<file path="config.mk">
export PLATFORM = sky130hd
export DESIGN_NAME = uart_rx_flat
export DESIGN_NICKNAME = d
export VERILOG_FILES = /design/src/rtl/uart_pkg.sv /design/src/rtl/uart_rx_if.sv /design/src/rtl/uart_sync2.sv /design/src/rtl/uart_rx.sv /design/src/flat_wrapper.sv
export SDC_FILE = /design/constraint.sdc
export NUM_CORES = 1
export LEC_CHECK = 0
export BUFFER_PORTS_ARGS = -buffer_cell sky130_fd_sc_hd__clkbuf_2
export CELL_PAD_IN_SITES_DETAIL_PLACEMENT = 0
export CELL_PAD_IN_SITES_GLOBAL_PLACEMENT = 1
export CORE_ASPECT_RATIO = 0.6
export CORE_MARGIN = 2
export CORE_UTILIZATION = 42
export CTS_CLUSTER_SIZE = 20
export DETAILED_ROUTE_END_ITERATION = 7
export PLACE_DENSITY_LB_ADDON = 0.1
export SYNTH_ARGS = -nofsm -noshare
export SYNTH_HDL_FRONTEND = slang
export SYNTH_SLANG_ARGS = --single-unit
</file>
<file path="constraint.sdc">
create_clock -name clk -period 1.78 [get_ports clk]
set_input_delay 0.178 -clock clk [delete_from_list [all_inputs] [get_ports clk]]
set_output_delay 0.178 -clock clk [all_outputs]
set_load 0.05 [all_outputs]
</file>
<file path="src/rtl/uart_pkg.sv">
// Shared UART definitions: receiver FSM states, default frame geometry and
// the mid-bit tick index used by the transmitter, receiver and baud generator.
package uart_pkg;

    localparam int DATA_BITS_DEF  = 8;
    localparam int OVERSAMPLE_DEF = 16;

    typedef enum logic [2:0] {
        S_IDLE      = 3'd0,
        S_START     = 3'd1,
        S_DATA      = 3'd2,
        S_STOP      = 3'd3,
        S_WAIT_IDLE = 3'd4
    } rx_state_t;

    // Tick index that lands in the middle of a bit cell.
    function automatic int mid_tick(input int oversample);
        return oversample / 2 - 1;
    endfunction

endpackage

</file>
<file path="src/rtl/uart_rx_if.sv">
// Receive-side byte stream: one-entry valid/ready holding register plus
// busy and error strobes. The receiver is master, the consumer is slave.
interface uart_rx_if #(
    parameter int DATA_BITS = uart_pkg::DATA_BITS_DEF
);
    logic [DATA_BITS-1:0] rx_data;
    logic                 rx_valid;
    logic                 rx_ready;
    logic                 rx_busy;
    logic                 rx_frame_err;
    logic                 rx_overrun;

    modport master (
        output rx_data, rx_valid, rx_busy, rx_frame_err, rx_overrun,
        input  rx_ready
    );

    modport slave (
        input  rx_data, rx_valid, rx_busy, rx_frame_err, rx_overrun,
        output rx_ready
    );
endinterface

</file>
<file path="src/rtl/uart_sync2.sv">
// Two-flop synchronizer for a single asynchronous input; both flops reset
// to RESET_VAL so the output never shows a spurious edge after reset.
module uart_sync2 #(
    parameter logic RESET_VAL = 1'b1
) (
    input  logic clk,
    input  logic rst_n,
    input  logic d,
    output logic q
);
    logic meta;

    // NOTE: sequential state uses <= so every flop samples pre-edge values.
    always_ff @(posedge clk or negedge rst_n) begin
        if (!rst_n) begin
            meta <= RESET_VAL;
            q    <= RESET_VAL;
        end else begin
            meta <= d;
            q    <= meta;
        end
    end
endmodule

</file>
<file path="src/rtl/uart_rx.sv">
// 8N1 UART receiver: oversamples the synchronized line on the shared baud
// tick, samples each bit at mid-cell and hands bytes to a valid/ready register.
module uart_rx
    import uart_pkg::*;
#(
    parameter int DATA_BITS  = DATA_BITS_DEF,
    parameter int OVERSAMPLE = OVERSAMPLE_DEF
) (
    input  logic      clk,
    input  logic      rst_n,
    input  logic      tick,
    input  logic      rx_line,
    uart_rx_if.master rx_bus
);
    localparam int CNT_W = $clog2(OVERSAMPLE);
    localparam int IDX_W = (DATA_BITS > 1) ? $clog2(DATA_BITS) : 1;
    localparam logic [CNT_W-1:0] CNT_MID  = CNT_W'(mid_tick(OVERSAMPLE));
    localparam logic [CNT_W-1:0] CNT_LAST = CNT_W'(OVERSAMPLE - 1);
    localparam logic [IDX_W-1:0] IDX_LAST = IDX_W'(DATA_BITS - 1);

    logic                 rx_s;
    rx_state_t            state_q, state_d;
    logic [CNT_W-1:0]     cnt_q, cnt_d;
    logic [IDX_W-1:0]     idx_q, idx_d;
    logic [DATA_BITS-1:0] shift_q, shift_d;
    logic                 stop_ok, stop_bad;

    logic [DATA_BITS-1:0] data_q;
    logic                 valid_q, busy_q, ferr_q, ovr_q;

    uart_sync2 #(.RESET_VAL(1'b1)) u_sync (
        .clk   (clk),
        .rst_n (rst_n),
        .d     (rx_line),
        .q     (rx_s)
    );

    always_ff @(posedge clk or negedge rst_n) begin
        if (!rst_n) begin
            state_q <= S_IDLE;
            cnt_q   <= '0;
            idx_q   <= '0;
            shift_q <= '0;
        end else begin
            state_q <= state_d;
            cnt_q   <= cnt_d;
            idx_q   <= idx_d;
            shift_q <= shift_d;
        end
    end

    // NOTE: every always_comb output gets a default first so no latch is inferred.
    always_comb begin
        state_d  = state_q;
        cnt_d    = cnt_q;
        idx_d    = idx_q;
        shift_d  = shift_q;
        stop_ok  = 1'b0;
        stop_bad = 1'b0;
        case (state_q)
            S_IDLE: if (tick && !rx_s) begin
                cnt_d   = '0;
                state_d = S_START;
            end
            S_START: if (tick) begin
                cnt_d = cnt_q + CNT_W'(1);
                if (cnt_q == CNT_MID) begin
                    if (!rx_s) begin
                        cnt_d   = '0;
                        idx_d   = '0;
                        state_d = S_DATA;
                    end else begin
                        state_d = S_IDLE;
                    end
                end
            end
            S_DATA: if (tick) begin
                cnt_d = cnt_q + CNT_W'(1);
                if (cnt_q == CNT_LAST) begin
                    shift_d = {rx_s, shift_q[DATA_BITS-1:1]};
                    cnt_d   = '0;
                    if (idx_q == IDX_LAST) state_d = S_STOP;
                    else                   idx_d   = idx_q + IDX_W'(1);
                end
            end
            S_STOP: if (tick) begin
                cnt_d = cnt_q + CNT_W'(1);
                if (cnt_q == CNT_LAST) begin
                    cnt_d    = '0;
                    stop_ok  = rx_s;
                    stop_bad = !rx_s;
                    state_d  = rx_s ? S_IDLE : S_WAIT_IDLE;
                end
            end
            // A held-low line (break) must go high once before a new start is armed.
            S_WAIT_IDLE: if (tick && rx_s) state_d = S_IDLE;
            default: state_d = S_IDLE;
        endcase
    end

    always_ff @(posedge clk or negedge rst_n) begin
        if (!rst_n) begin
            data_q  <= '0;
            valid_q <= 1'b0;
            busy_q  <= 1'b0;
            ferr_q  <= 1'b0;
            ovr_q   <= 1'b0;
        end else begin
            busy_q <= (state_d != S_IDLE);
            ferr_q <= stop_bad;
            ovr_q  <= 1'b0;
            if (stop_ok) begin
                // A consume on the delivery clock frees the slot for the new byte.
                if (!valid_q || rx_bus.rx_ready) begin
                    data_q  <= shift_q;
                    valid_q <= 1'b1;
                end else begin
                    ovr_q <= 1'b1;
                end
            end else if (valid_q && rx_bus.rx_ready) begin
                valid_q <= 1'b0;
            end
        end
    end

    assign rx_bus.rx_data      = data_q;
    assign rx_bus.rx_valid     = valid_q;
    assign rx_bus.rx_busy      = busy_q;
    assign rx_bus.rx_frame_err = ferr_q;
    assign rx_bus.rx_overrun   = ovr_q;

endmodule

</file>
<file path="src/flat_wrapper.sv">
// flat-port wrapper written by rule: the top's interface ports become plain ports
module uart_rx_flat import uart_pkg::*;
#(
    parameter int DATA_BITS  = DATA_BITS_DEF,
    parameter int OVERSAMPLE = OVERSAMPLE_DEF
)
  (clk, rst_n, tick, rx_line, rx_bus_rx_data, rx_bus_rx_valid, rx_bus_rx_busy, rx_bus_rx_frame_err, rx_bus_rx_overrun, rx_bus_rx_ready);
  uart_rx_if #(.DATA_BITS(DATA_BITS)) rx_bus_i ();
  input  logic clk;
  input  logic rst_n;
  input  logic tick;
  input  logic rx_line;
  output wire logic [$bits(rx_bus_i.rx_data)-1:0] rx_bus_rx_data;
  output wire logic [$bits(rx_bus_i.rx_valid)-1:0] rx_bus_rx_valid;
  output wire logic [$bits(rx_bus_i.rx_busy)-1:0] rx_bus_rx_busy;
  output wire logic [$bits(rx_bus_i.rx_frame_err)-1:0] rx_bus_rx_frame_err;
  output wire logic [$bits(rx_bus_i.rx_overrun)-1:0] rx_bus_rx_overrun;
  input wire logic [$bits(rx_bus_i.rx_ready)-1:0] rx_bus_rx_ready;
  assign rx_bus_rx_data = rx_bus_i.rx_data;
  assign rx_bus_rx_valid = rx_bus_i.rx_valid;
  assign rx_bus_rx_busy = rx_bus_i.rx_busy;
  assign rx_bus_rx_frame_err = rx_bus_i.rx_frame_err;
  assign rx_bus_rx_overrun = rx_bus_i.rx_overrun;
  assign rx_bus_i.rx_ready = rx_bus_rx_ready;
  uart_rx #(.DATA_BITS(DATA_BITS), .OVERSAMPLE(OVERSAMPLE)) u_core (.clk(clk), .rst_n(rst_n), .tick(tick), .rx_line(rx_line), .rx_bus(rx_bus_i));
endmodule
</file>
==> impl_results.md <==
- RR Endpoint: u_core.rx_bus.rx_busy
- Die X: 81.4 um
- Clk_lat worst skew: 0.27 ns
- Ant diodes: 0
- Num ports: 17
- Drt drc: 0
- Slew Viols, Final: 0
- Status: finished, final reports clean
- WHS: 0.250 ns
- Flop pwr share: roughly 45%
- WL per Instance: 14.0 um
- Place WS: 0.0119 ns
- Clock tree buffer depth: 2
- Synthesized area: 1510 sq um
- Sw frac: 32.0%
- PortBufs: 16
- Core ar.: 3340 sq um
- Root Driver: clkbuf_8
- Core Util, Final: 54.5%
- ANT nets after route: 0
- Post-synthesis sequential area ratio: 53.2%
- Slew at the pin closest to its max-slew limit: 0.566 ns
- Critical Path End Type: flip-flop
- Startpoint types: flip-flop
- RR Startpoint: u_core.cnt_q[1]
- Power per cell area: 1210 nW/um^2
- Max_slew headroom: 62.3%
- Worst Setup EP: u_core.rx_bus.rx_busy
- R2R Setup Slk: 0.12 ns
- Initial antenna violation count: 0
- HPWL after DPL: 2.03 mm
- Via/cell ratio: 5.01
- Crit path time final: 1.66 ns
- VDD IR max: 0.609 mV
- First-pass GRT wire length: around 4.5 mm
- GPL Wtd Cong: 0.786
- Initial Util: a little under half
- Worst Path Max Fanout: 10
- Via count: 967
- WP data required: 1.92 ns
- Hold crit path type: in -> reg
- CP Launch Point: u_core.cnt_q[1]
- Pin count of the biggest net entering global routing: 23
- Data arrival, critical path: about 1.8 ns
- Clock network fraction of total power: 26.3%
- CTS tree: built
- Row Count: 16
- Netlist cell types: 37
- CTS Buf Count: 5
- Cells after synthesis: 119
- Worst setup margin: 0.116 ns
- 1st-iter DRT viols: 109
- Clk sink count: 32
- Leak: 0.909 nW
- Final setup TNS: 0 ns
- Setup-failing EPs final: 0
- Clock Pin Slew Worst Setup and Hold Paths: about 0.06 ns
- TritonRoute pass-1 iters: 4
- Synthesis Warnings: 0
- Area Growth Syn to Fin: 20.8%
- Routed WL: between 2 and 3 mm
- Endpoints failing hold: 0
- Die area: about 4100 sq um
- RSZ-0062 raised after global routing: no
- FILL cells: 287
- Ratio of cells with drive above 1 in the final layout: between 40% and 50%
- Setup Skew: 0.00511 ns
- Syn nets: around 130
- R2R depth: 6
- Avg Inst Size Synth: 12.7 sq um
- Tot GR Track Use: between 10% and 20%
- Gate power share: 29.2%
- Internal power: ~1.5 mW
- Congestion Overflow GR: 0
- Switch Pwr: 703 uW
- Die Y: 50.4 um
- Fmax: 601 MHz
- Crit path kind: reg -> reg
- # Max-Cap Violations: 0
- Synth Register Bits: 32
- Part of the cycle the worst path needs: 93.5%
- H-tree Lvls: 2
- Post-layout nets: ~160
- Vias in the first global route: 916
## layout by cell type (no fill, tap or decap), types with 2 or more instances in the layout
cell           synthesis  layout
clkbuf_8               0       7
nor3_1                 2       2
mux2_2                16      16
nand2b_1               4       4
a21oi_1                4       4
and4_1                 2       2
nand2_1               12      12
nor2_1                 6       6
mux2i_1                3       3
ha_1                   3       2
nor3b_1                2       2
clkbuf_2               0      16
dfrtp_1               30      29
o21ai_0                2       2
buf_4                  1       8
dlygate4sd3_1          0       2
inv_1                  5       5
dfstp_2                2       2
nand3_1                2       2
## cell families (layout without fill, tap and decap cells)
family,after synthesis,after routing,synth area share (%)
AOI/OAI and AO/OA,15,15,8.87
muxes,20,20,14.9
and+or+nand+nor,39,39,16.6
buffers and inverters,10,39,3.90
adders and majority gates,3,3,2.49
DFF,32,32,53.2
## stage by stage
| stage | cell area (sq um) | power (mW) | instances |
|---|---|---|---|
| 2_1_floorplan | 1510 | 1.42 | 119 |
| 3_3_place_gp | 1690 | 1.59 | 184 |
| 3_5_place_dp | 1690 | 1.61 | 184 |
| 4_1_cts | 1800 | 2.20 | 193 |
| 5_1_grt | 1820 | 2.35 | 193 |
| 6_report | 1820 | 2.20 | 193 |
## synthesized netlist by cell type
cell type	number	share of area [%]
nand2b_1	4	1.7
o21ai_0	2	0.66
nor2b_1	1	0.41
o22ai_1	1	0.41
nor3b_1	2	0.99
nor2_1	6	1.5
mux2i_1	3	2.0
nand3_2	1	0.66
o211ai_4	1	1.4
nor2_8	1	1.3
o21ai_2	1	0.58
nand3b_1	1	0.50
nand3_1	2	0.66
buf_6	2	1.5
nand4_4	1	1.4
a41oi_1	1	0.58
dfstp_2	2	3.5
a2111oi_4	1	1.8
a211oi_1	1	0.50
mux2_2	16	12
a21o_1	1	0.50
or3b_4	1	0.75
buf_4	1	0.50
buf_2	2	0.66
and4bb_2	1	0.83
a21oi_1	4	1.3
mux2_4	1	0.99
inv_1	5	1.2
ha_1	3	2.5
dfrtp_1	30	50
and4_1	2	1.2
and2_1	1	0.41
or4b_1	1	0.66
nand2_1	12	3.0
nor3_1	2	0.66
o31ai_1	1	0.50
a31o_2	1	0.58
## worst min-delay path by stage
stage	cells past startpoint	slack, ns	end	startpoint
global placement	1	0.19	u_core.cnt_q[3]	rst_n
global route	3	0.24	u_core.rx_bus.rx_overrun	rx_bus_rx_ready
floorplan	0	-0.12	u_core.cnt_q[0]	rst_n
detailed placement	1	0.21	u_core.cnt_q[1]	rst_n
finish	3	0.25	u_core.rx_bus.rx_overrun	rx_bus_rx_ready
CTS	3	0.21	u_core.rx_bus.rx_overrun	rx_bus_rx_ready
## power groups by stage
stage | clock network, mW | registers [mW] | logic (mW)
floorplan | 0 | 0.930 | 0.491
global placement | 0 | 0.973 | 0.619
detailed placement | 0 | 0.977 | 0.628
CTS | 0.601 | 0.964 | 0.633
global route | 0.638 | 0.995 | 0.718
finish | 0.578 | 0.978 | 0.641
## critical path, stage by stage, from the launching register on
cell and delay [ns]:
dfrtp_1 0.42, ha_4 0.20, nand4_4 0.11, buf_12 0.11, nor2_8 0.06, a21oi_1 0.18, or4b_1 0.44
## registers in the layout, summed over array words and instances, names as in the netlist
| name | flops |
|---|---|
| u_core.rx_bus.rx_data | 8 |
| u_core.rx_bus.rx_overrun | 1 |
| u_core.shift_q | 8 |
| u_core.u_sync.meta | 1 |
| u_core.cnt_q | 4 |
| u_core.rx_bus.rx_busy | 1 |
| u_core.rx_bus.rx_valid | 1 |
| u_core.idx_q | 3 |
| u_core.u_sync.q | 1 |
| u_core.rx_bus.rx_frame_err | 1 |
| u_core.state_q | 3 |
## layer usage
metal / global-route usage, % / wire [um]
met1: 24.7 / 1470
met2: 18.6 / 1060
met3: 4.86 / 153
met4: 5.93 / 23
met5: 0 / 0
## layout make-up
| type | count | area, sq um | area share, % |
|---|---|---|---|
| clock buffer | 7 | 96.3 | 5.28 |
| sequential | 32 | 805 | 44.1 |
| timing repair buffer | 27 | 180 | 9.88 |
| multi-input combinational | 77 | 667 | 36.6 |
| tap | 45 | 56.3 | 3.09 |
| inverter | 5 | 18.8 | 1.03 |
## timing repair
action	in CTS	in global routing
endpoints found under the hold margin	19	0
hold buffers	2	0
buffers inserted	0	0
endpoints found under the setup margin	0	20
resized for setup	0	4
Note: power is estimated with default switching activity, not from simulation.
